===== src/rtl/uart_rx_if.sv =====
// Byte delivery bus of the UART receiver: the receiver (master) presents the
// holding register and the error pulses, the consumer (slave) drives ready.
//
// Handshake: a byte transfers on every rising clock edge where valid and
// ready are both high. Once valid rises, data is held stable until that
// transfer happens; ready is don't-care while valid is low. ferr, overrun
// and perr are single-cycle pulses and are not part of the handshake.
interface uart_rx_if;
  logic [7:0] data;
  logic       valid;
  logic       ready;
  logic       ferr;
  logic       overrun;
  logic       perr;

  modport master (
    output data,
    output valid,
    output ferr,
    output overrun,
    output perr,
    input  ready
  );

  modport slave (
    input  data,
    input  valid,
    input  ferr,
    input  overrun,
    input  perr,
    output ready
  );
endinterface


===== src/rtl/uart_rx.sv =====
// uart_rx: 8N1 asynchronous serial receiver with 16x oversampling.
//
// The rx pin is double-flopped, a falling level seen in IDLE anchors the
// oversampling divider, and each bit is sampled near mid-bit. Completed
// bytes land in a one-entry holding register exposed through uart_rx_if
// (valid/ready), with single-cycle framing-error and overrun pulses.
//
// Optional feature macro: UART_RX_PARITY_EN
//   defined   - an even-parity bit follows the data bits (11-bit frame),
//               mismatch pulses perr on the stop-bit sample cycle.
//   undefined - 10-bit frame, perr tied low.
//
// state_dbg exposes the FSM state: 0 IDLE, 1 START, 2 DATA, 3 PARITY, 4 STOP.
module uart_rx #(
  parameter int From = 50000000,
  parameter int Baud = 115200
) (
  input  logic       clock,
  input  logic       reset,
  input  logic       rx,
  uart_rx_if.master  bus,
  output logic [2:0] state_dbg
);

  // Oversampling divider: one tick every DIV clocks, 16 ticks per bit.
  localparam int DIV = From / (Baud * 16);
  localparam int DW  = (DIV > 1) ? $clog2(DIV) : 1;
  localparam logic [DW-1:0] DIV_LAST = DW'(DIV - 1);

  if (DIV < 1) begin : g_bad_div
    $error("uart_rx: From/(Baud*16) must be at least 1");
  end

  typedef enum logic [2:0] {
    IDLE   = 3'd0,
    START  = 3'd1,
    DATA   = 3'd2,
    PARITY = 3'd3,
    STOP   = 3'd4
  } state_t;

  state_t          state;
  logic            rx_meta;
  logic            rxs;
  logic [DW-1:0]   div_cnt;
  logic            tick;
  logic [3:0]      sc;
  logic [2:0]      bit_idx;
  logic [7:0]      shift;
  logic [7:0]      data_q;
  logic            valid_q;
  logic            ferr_q;
  logic            overrun_q;
  logic            start_det;
  logic            start_mid;
  logic            bit_mid;
  logic            accept;

`ifdef UART_RX_PARITY_EN
  logic            par_bit;
  logic            perr_q;
`endif

  // Start is a low level on the synchronized line while idle; in a break
  // condition this re-detects a start right after every stop-bit sample.
  assign start_det = (state == IDLE) && !rxs;
  assign tick      = (div_cnt == DIV_LAST);

  // START is entered at the start edge, so its mid-bit is 8 ticks in.
  // Every later state is entered at a mid-bit point, so its sample lands
  // a full 16 ticks later, which is where sc wraps from 15 back to 0.
  assign start_mid = tick && (sc == 4'd7);
  assign bit_mid   = tick && (sc == 4'd15);
  assign accept    = valid_q && bus.ready;

  // Two-flop synchronizer, preset high so reset looks like an idle line.
  always_ff @(posedge clock) begin
    if (reset) begin
      rx_meta <= 1'b1;
      rxs     <= 1'b1;
    end else begin
      rx_meta <= rx;
      rxs     <= rx_meta;
    end
  end

  // Free-running tick divider, realigned to the start edge.
  always_ff @(posedge clock) begin
    if (reset) begin
      div_cnt <= '0;
    end else if (start_det || tick) begin
      div_cnt <= '0;
    end else begin
      div_cnt <= div_cnt + DW'(1);
    end
  end

  // Receive FSM with the holding register and registered flag pulses.
  always_ff @(posedge clock) begin
    if (reset) begin
      state     <= IDLE;
      sc        <= 4'd0;
      bit_idx   <= 3'd0;
      shift     <= 8'h00;
      data_q    <= 8'h00;
      valid_q   <= 1'b0;
      ferr_q    <= 1'b0;
      overrun_q <= 1'b0;
`ifdef UART_RX_PARITY_EN
      par_bit   <= 1'b0;
      perr_q    <= 1'b0;
`endif
    end else begin
      ferr_q    <= 1'b0;
      overrun_q <= 1'b0;
`ifdef UART_RX_PARITY_EN
      perr_q    <= 1'b0;
`endif
      // Consumer takes the byte; a completion below may refill it at once.
      if (accept) begin
        valid_q <= 1'b0;
      end

      case (state)
        IDLE: begin
          if (start_det) begin
            state <= START;
            sc    <= 4'd0;
          end
        end

        START: begin
          if (start_mid) begin
            sc <= 4'd0;
            if (rxs) begin
              // Glitch shorter than half a bit: quietly go back to idle.
              state <= IDLE;
            end else begin
              state   <= DATA;
              bit_idx <= 3'd0;
            end
          end else if (tick) begin
            sc <= sc + 4'd1;
          end
        end

        DATA: begin
          if (tick) begin
            sc <= sc + 4'd1;
          end
          if (bit_mid) begin
            // LSB arrives first, so right-shifting leaves it in bit 0.
            shift <= {rxs, shift[7:1]};
            if (bit_idx == 3'd7) begin
`ifdef UART_RX_PARITY_EN
              state <= PARITY;
`else
              state <= STOP;
`endif
              sc <= 4'd0;
            end else begin
              bit_idx <= bit_idx + 3'd1;
            end
          end
        end

`ifdef UART_RX_PARITY_EN
        PARITY: begin
          if (tick) begin
            sc <= sc + 4'd1;
          end
          if (bit_mid) begin
            par_bit <= rxs;
            state   <= STOP;
            sc      <= 4'd0;
          end
        end
`endif

        STOP: begin
          if (tick) begin
            sc <= sc + 4'd1;
          end
          if (bit_mid) begin
            // Leave at mid-stop so a back-to-back start edge is not missed.
            state <= IDLE;
            sc    <= 4'd0;
`ifdef UART_RX_PARITY_EN
            // Even parity: data ones plus parity bit must be even.
            perr_q <= (^shift) ^ par_bit;
`endif
            if (!rxs) begin
              // Bad stop bit: the byte is dropped without touching the
              // holding register or the overrun flag.
              ferr_q <= 1'b1;
            end else if (!valid_q || bus.ready) begin
              data_q  <= shift;
              valid_q <= 1'b1;
            end else begin
              overrun_q <= 1'b1;
            end
          end
        end

        default: begin
          state <= IDLE;
          sc    <= 4'd0;
        end
      endcase
    end
  end

  assign bus.data    = data_q;
  assign bus.valid   = valid_q;
  assign bus.ferr    = ferr_q;
  assign bus.overrun = overrun_q;
`ifdef UART_RX_PARITY_EN
  assign bus.perr    = perr_q;
`else
  assign bus.perr    = 1'b0;
`endif
  assign state_dbg   = state;

endmodule


===== src/flat_wrapper.sv =====
// flat-port wrapper written by rule: the top's interface ports become plain ports
module uart_rx_flat 
#(
  parameter int From = 50000000,
  parameter int Baud = 115200
)
  (clock, reset, rx, state_dbg, bus_data, bus_valid, bus_ferr, bus_overrun, bus_perr, bus_ready);
  uart_rx_if bus_i ();
  input  logic clock;
  input  logic reset;
  input  logic rx;
  output logic [2:0] state_dbg;
  output wire logic [$bits(bus_i.data)-1:0] bus_data;
  output wire logic [$bits(bus_i.valid)-1:0] bus_valid;
  output wire logic [$bits(bus_i.ferr)-1:0] bus_ferr;
  output wire logic [$bits(bus_i.overrun)-1:0] bus_overrun;
  output wire logic [$bits(bus_i.perr)-1:0] bus_perr;
  input wire logic [$bits(bus_i.ready)-1:0] bus_ready;
  assign bus_data = bus_i.data;
  assign bus_valid = bus_i.valid;
  assign bus_ferr = bus_i.ferr;
  assign bus_overrun = bus_i.overrun;
  assign bus_perr = bus_i.perr;
  assign bus_i.ready = bus_ready;
  uart_rx #(.From(From), .Baud(Baud)) u_core (.clock(clock), .reset(reset), .rx(rx), .bus(bus_i), .state_dbg(state_dbg));
endmodule

===== config.mk =====
export PLATFORM = sky130hd
export DESIGN_NAME = uart_rx_flat
export DESIGN_NICKNAME = d
export VERILOG_FILES = /design/src/rtl/uart_rx_if.sv /design/src/rtl/uart_rx.sv /design/src/flat_wrapper.sv
export SDC_FILE = /design/constraint.sdc
export NUM_CORES = 1
export LEC_CHECK = 0
export CAP_MARGIN = 20
export CORE_MARGIN = 2
export CORE_UTILIZATION = 55
export CTS_CLUSTER_DIAMETER = 100
export DETAILED_ROUTE_END_ITERATION = 10
export DONT_BUFFER_PORTS = 1
export PLACE_DENSITY = 0.73
export SYNTH_ARGS = -nofsm -noshare
export SYNTH_HDL_FRONTEND = slang
export SYNTH_SLANG_ARGS = --single-unit

===== constraint.sdc =====
create_clock -name clock -period 2 [get_ports clock]
set_input_delay 0.3 -clock clock [delete_from_list [all_inputs] [get_ports clock]]
set_output_delay 0.3 -clock clock [all_outputs]
set_load 0.05 [all_outputs]

==> results.tsv <==
stage	metric	value	unit
power_and_ir_drop	p_sw	281	uW
drt	drt_iter0_markers	35	
power_and_ir_drop	p_int	917	uW
critical_path	slowest_stage	or3b_4	
run	max_cap_violations	0	
sta	relSlewSlack	65.6	%
cells_and_area	multi_input_area	806	um^2
drt	drc	0	
critical_path	cp_cell_sequence	ha_1, ha_1, or3b_4, a21oi_4, o21ai_2, or3_1, a21oi_1	
yosys	syn_inst	160	
critical_path	max_stage_delay	0.39	ns
yosys	ys_warn_count	0	
floorplanning	core	2730	um^2
outcome	outcome	completed	
power_and_ir_drop	p_leak	0.000641	uW
clocking	cts_max_level	2	
critical_path	critPathLaunchType	flip-flop	
sta	fin_worst_skew	0.00728	ns
drt	wl	3.25	mm
sta	hold_viol_final	0	
yosys	syn-mean-instance-area	9.74	um^2
global_route	antenna_found_initial	0	
yosys	synth-edff-count	0	
hold_path	hp-start	reset	
cells_and_area	nFillCells	228	
global_route	grt_pass1_wl	5.26	mm
global_route	grt-ovfl-total	0	
placed_design	dp_hpwl	2.00	mm
power_and_ir_drop	power_frac_comb	4.1	%
sta	setup_ws	0.0916	ns
drt	vias	1227	
critical_path	timing.rr.start	u_core.bit_idx[0]	
yosys	synth_ff_type	dfxtp_1	
floorplanning	dieArea	3280	um^2
critical_path	worstPathRequired	2.28	ns
yosys	synth_cell_types	40	
critical_path	timing.critical_path.from	u_core.bit_idx[0]	
global_route	grt_max_degree	33	
critical_path	rrSetupSlack	0.09	ns
clocking	cts_tree	yes	
floorplanning	dieWidth	57.2	um
critical_path	worstRegToRegCells	7	
yosys	synth_area	1560	um^2
power_and_ir_drop	clkPwrFrac	34.8	%
drt	ant_nets	0	
global_route	grt_pass1_vias	1173	
yosys	syn_nets	169	
sta	min_period	1.91	ns
sta	fin_crit_sh	95.4	%
placed_design	post-place-ws	-0.0229	ns
sta	slew_violations	0	
drt	detail_route.wl_per_cell	15.7	um
hold_path	hold_depth	1	
cells_and_area	antenna_cells	0	
power_and_ir_drop	p_per_area	678	nW/um^2
critical_path	crit_top_cell	ha_1	
power_and_ir_drop	finalPower	1200	uW
hold_path	hp-class	in2reg	
hold_path	holdPathEnd	u_core.shift[2]	
critical_path	crit_path_max_fanout	4	
cells_and_area	syn2layout_area_growth	13.4	%
critical_path	rr_endpoint	u_core.bit_idx[0]	
drt	vias_per_cell	5.93	
sta	max_freq	524	MHz
clocking	cts.sinks	36	
cells_and_area	regArea	726	um^2
floorplanning	pin_count	19	
critical_path	crit_type	reg2reg	
placed_design	port_buffers	0	
floorplanning	initial_core_util	57.0	%
global_route	gr-usage-all-layers	20.9	%
cells_and_area	drive_gt1_share	19.9	%
drt	drt-pass1-iter-count	4	
power_and_ir_drop	seq_power_share	61.2	%
critical_path	arrival	2.19	ns
sta	worst_pin_slew	0.509	ns
power_and_ir_drop	max-vdd-ir-drop	0.000699	V
cells_and_area	nNetsFinal	184	
yosys	ys_seq_elements	36	
clocking	ctsLongestPathBuffers	2	
sta	setup_viol	0	
clocking	root_buffer	clkbuf_4	
placed_design	gp_congestion	0.749	
floorplanning	die_height	57.2	um
critical_path	cp-end-kind	flip-flop	
clocking	clkLatencyLatePin	0.34	ns
floorplanning	rows	19	
clocking	clk_pin_slew	0.11	ns
yosys	async_flop_share	0	%
clocking	cts_buffers	5	
yosys	synth_seq_area_share	46.2	%
power_and_ir_drop	switching_share	23.5	%
## Yosys cell counts (all sizes together) (3+ instances only)
| cell type | number | area (um^2) |
|---|---|---|
| xor2 | 3 | 26.3 |
| nor3 | 3 | 15.0 |
| nand2 | 8 | 30.0 |
| buf | 5 | 33.8 |
| mux2i | 18 | 180 |
| nor2 | 30 | 115 |
| a21oi | 6 | 30.0 |
| o21ai | 4 | 20.0 |
| clkbuf | 3 | 11.3 |
| dfxtp | 36 | 721 |
| nand3 | 4 | 20.0 |
| nor3b | 3 | 27.5 |
| xnor2 | 3 | 26.3 |
| ha | 5 | 62.6 |
## kinds of logic (layout without fill, tap and decap cells)
kind of cell,after synthesis,in the layout,share of synthesized area (%)
flip-flops,36,36,46.2
XOR/XNOR,6,6,3.37
multiplexers,18,18,11.6
AND/OR/NAND/NOR,68,68,23.2
adder cells (fa/ha/maj),5,5,4.01
AO/OA/AOI/OAI,16,16,8.03
other,1,1,0.241
buffers and inverters,10,26,3.37
## worst max-delay path: cells and delay by family (launching register included)
kind,cells,cell delay (ns)
AO/OA/AOI/OAI,3,0.40
adder cells (fa/ha/maj),2,0.40
flip-flops,1,0.34
AND/OR/NAND/NOR,2,0.71
## sequential cells by signal, summed over array words and instances, names as in the netlist
| name | flops |
|---|---|
| u_core.bus.data | 8 |
| u_core.shift | 8 |
| u_core.div_cnt | 5 |
| u_core.sc | 4 |
| u_core.bit_idx | 3 |
| u_core.state_dbg | 3 |
| u_core.bus.ferr | 1 |
| u_core.bus.overrun | 1 |
| u_core.bus.valid | 1 |
| u_core.rx_meta | 1 |
| u_core.rxs | 1 |
## metal layers
metal  track usage (%)  vias to the layer above  share of wire [%]
met1              25.7                      587                 44
met3              7.03                       12                5.4
met4              11.0                        0                3.2
met2              32.7                       38                 48
met5                 0                        -                  0
li1                  -                      590                  -
## worst max path at each step
stage | to | slack, ns
finish | u_core.bit_idx[0] | 0.09
global route | u_core.state_dbg[2] | -0.005
CTS | u_core.bit_idx[0] | 0.02
detailed placement | u_core.bit_idx[0] | -0.02
global placement | u_core.bit_idx[0] | 0.10
floorplan | u_core.state_dbg[2] | 0.0008
## per-stage QoR
stage / util (%) / cell area, um^2 / TNS, ns / std cells / hold WS, ns
floorplan: - / 1560 / 0 / 160 / 0.389
global placement: 59.4 / 1620 / 0 / 192 / 0.370
detailed placement: 59.4 / 1620 / -0.0229 / 192 / 0.374
CTS: 62.6 / 1710 / 0 / 202 / 0.000276
global route: 64.7 / 1770 / -0.00452 / 207 / 0.0000820
finish: 64.7 / 1770 / 0 / 207 / 0.0171
## area by class of cell
type / count / area share, %
Multi-Input combinational cell: 114 / 45.6
Tap cell: 31 / 2.19
Inverter: 2 / 0.425
Sequential cell: 36 / 41.0
Clock buffer: 7 / 3.11
Timing Repair Buffer: 16 / 7.22
Clock inverter: 1 / 0.425
## cell usage in the layout (no fill, tap or decap), drive strengths merged
cell         netlist  final
a2111oi            1      1
a21oi              6      6
a31oi              1      1
a32oi              1      1
and3               1      1
and4b              1      1
buf                5     13
clkbuf             3      7
clkinvlp           0      1
conb               1      1
dfxtp             36     36
dlygate4sd3        0      3
ha                 5      5
inv                2      2
mux2i             18     18
nand2              8      8
nand2b             1      1
nand3              4      4
nand3b             1      1
nand4              2      2
nand4b             1      1
nor2              30     30
nor2b              2      2
nor3               3      3
nor3b              3      3
nor4               1      1
nor4b              2      2
nor4bb             1      1
o2111ai            2      2
o21ai              4      4
o221ai             1      1
or2                2      2
or3                2      2
or3b               2      2
or4                1      1
xnor2              3      3
xor2               3      3
## power groups by stage
stage / logic [uW] / registers [uW] / clock network [uW]
4_1_cts: 43.3 / 733 / 428
3_3_place_gp: 36.2 / 749 / 0
6_report: 48.6 / 733 / 417
3_5_place_dp: 37.9 / 749 / 0
2_1_floorplan: 37.3 / 749 / 0
5_1_grt: 52.6 / 735 / 447
## repair_timing
item	CTS	global route
setup buffers	0	4
endpoints found under the hold margin	2	7
endpoints found under the setup margin	1	5
hold buffers	2	1
pin swaps	0	2
gates resized for setup	1	5
Power figures use the tool's default switching activity.
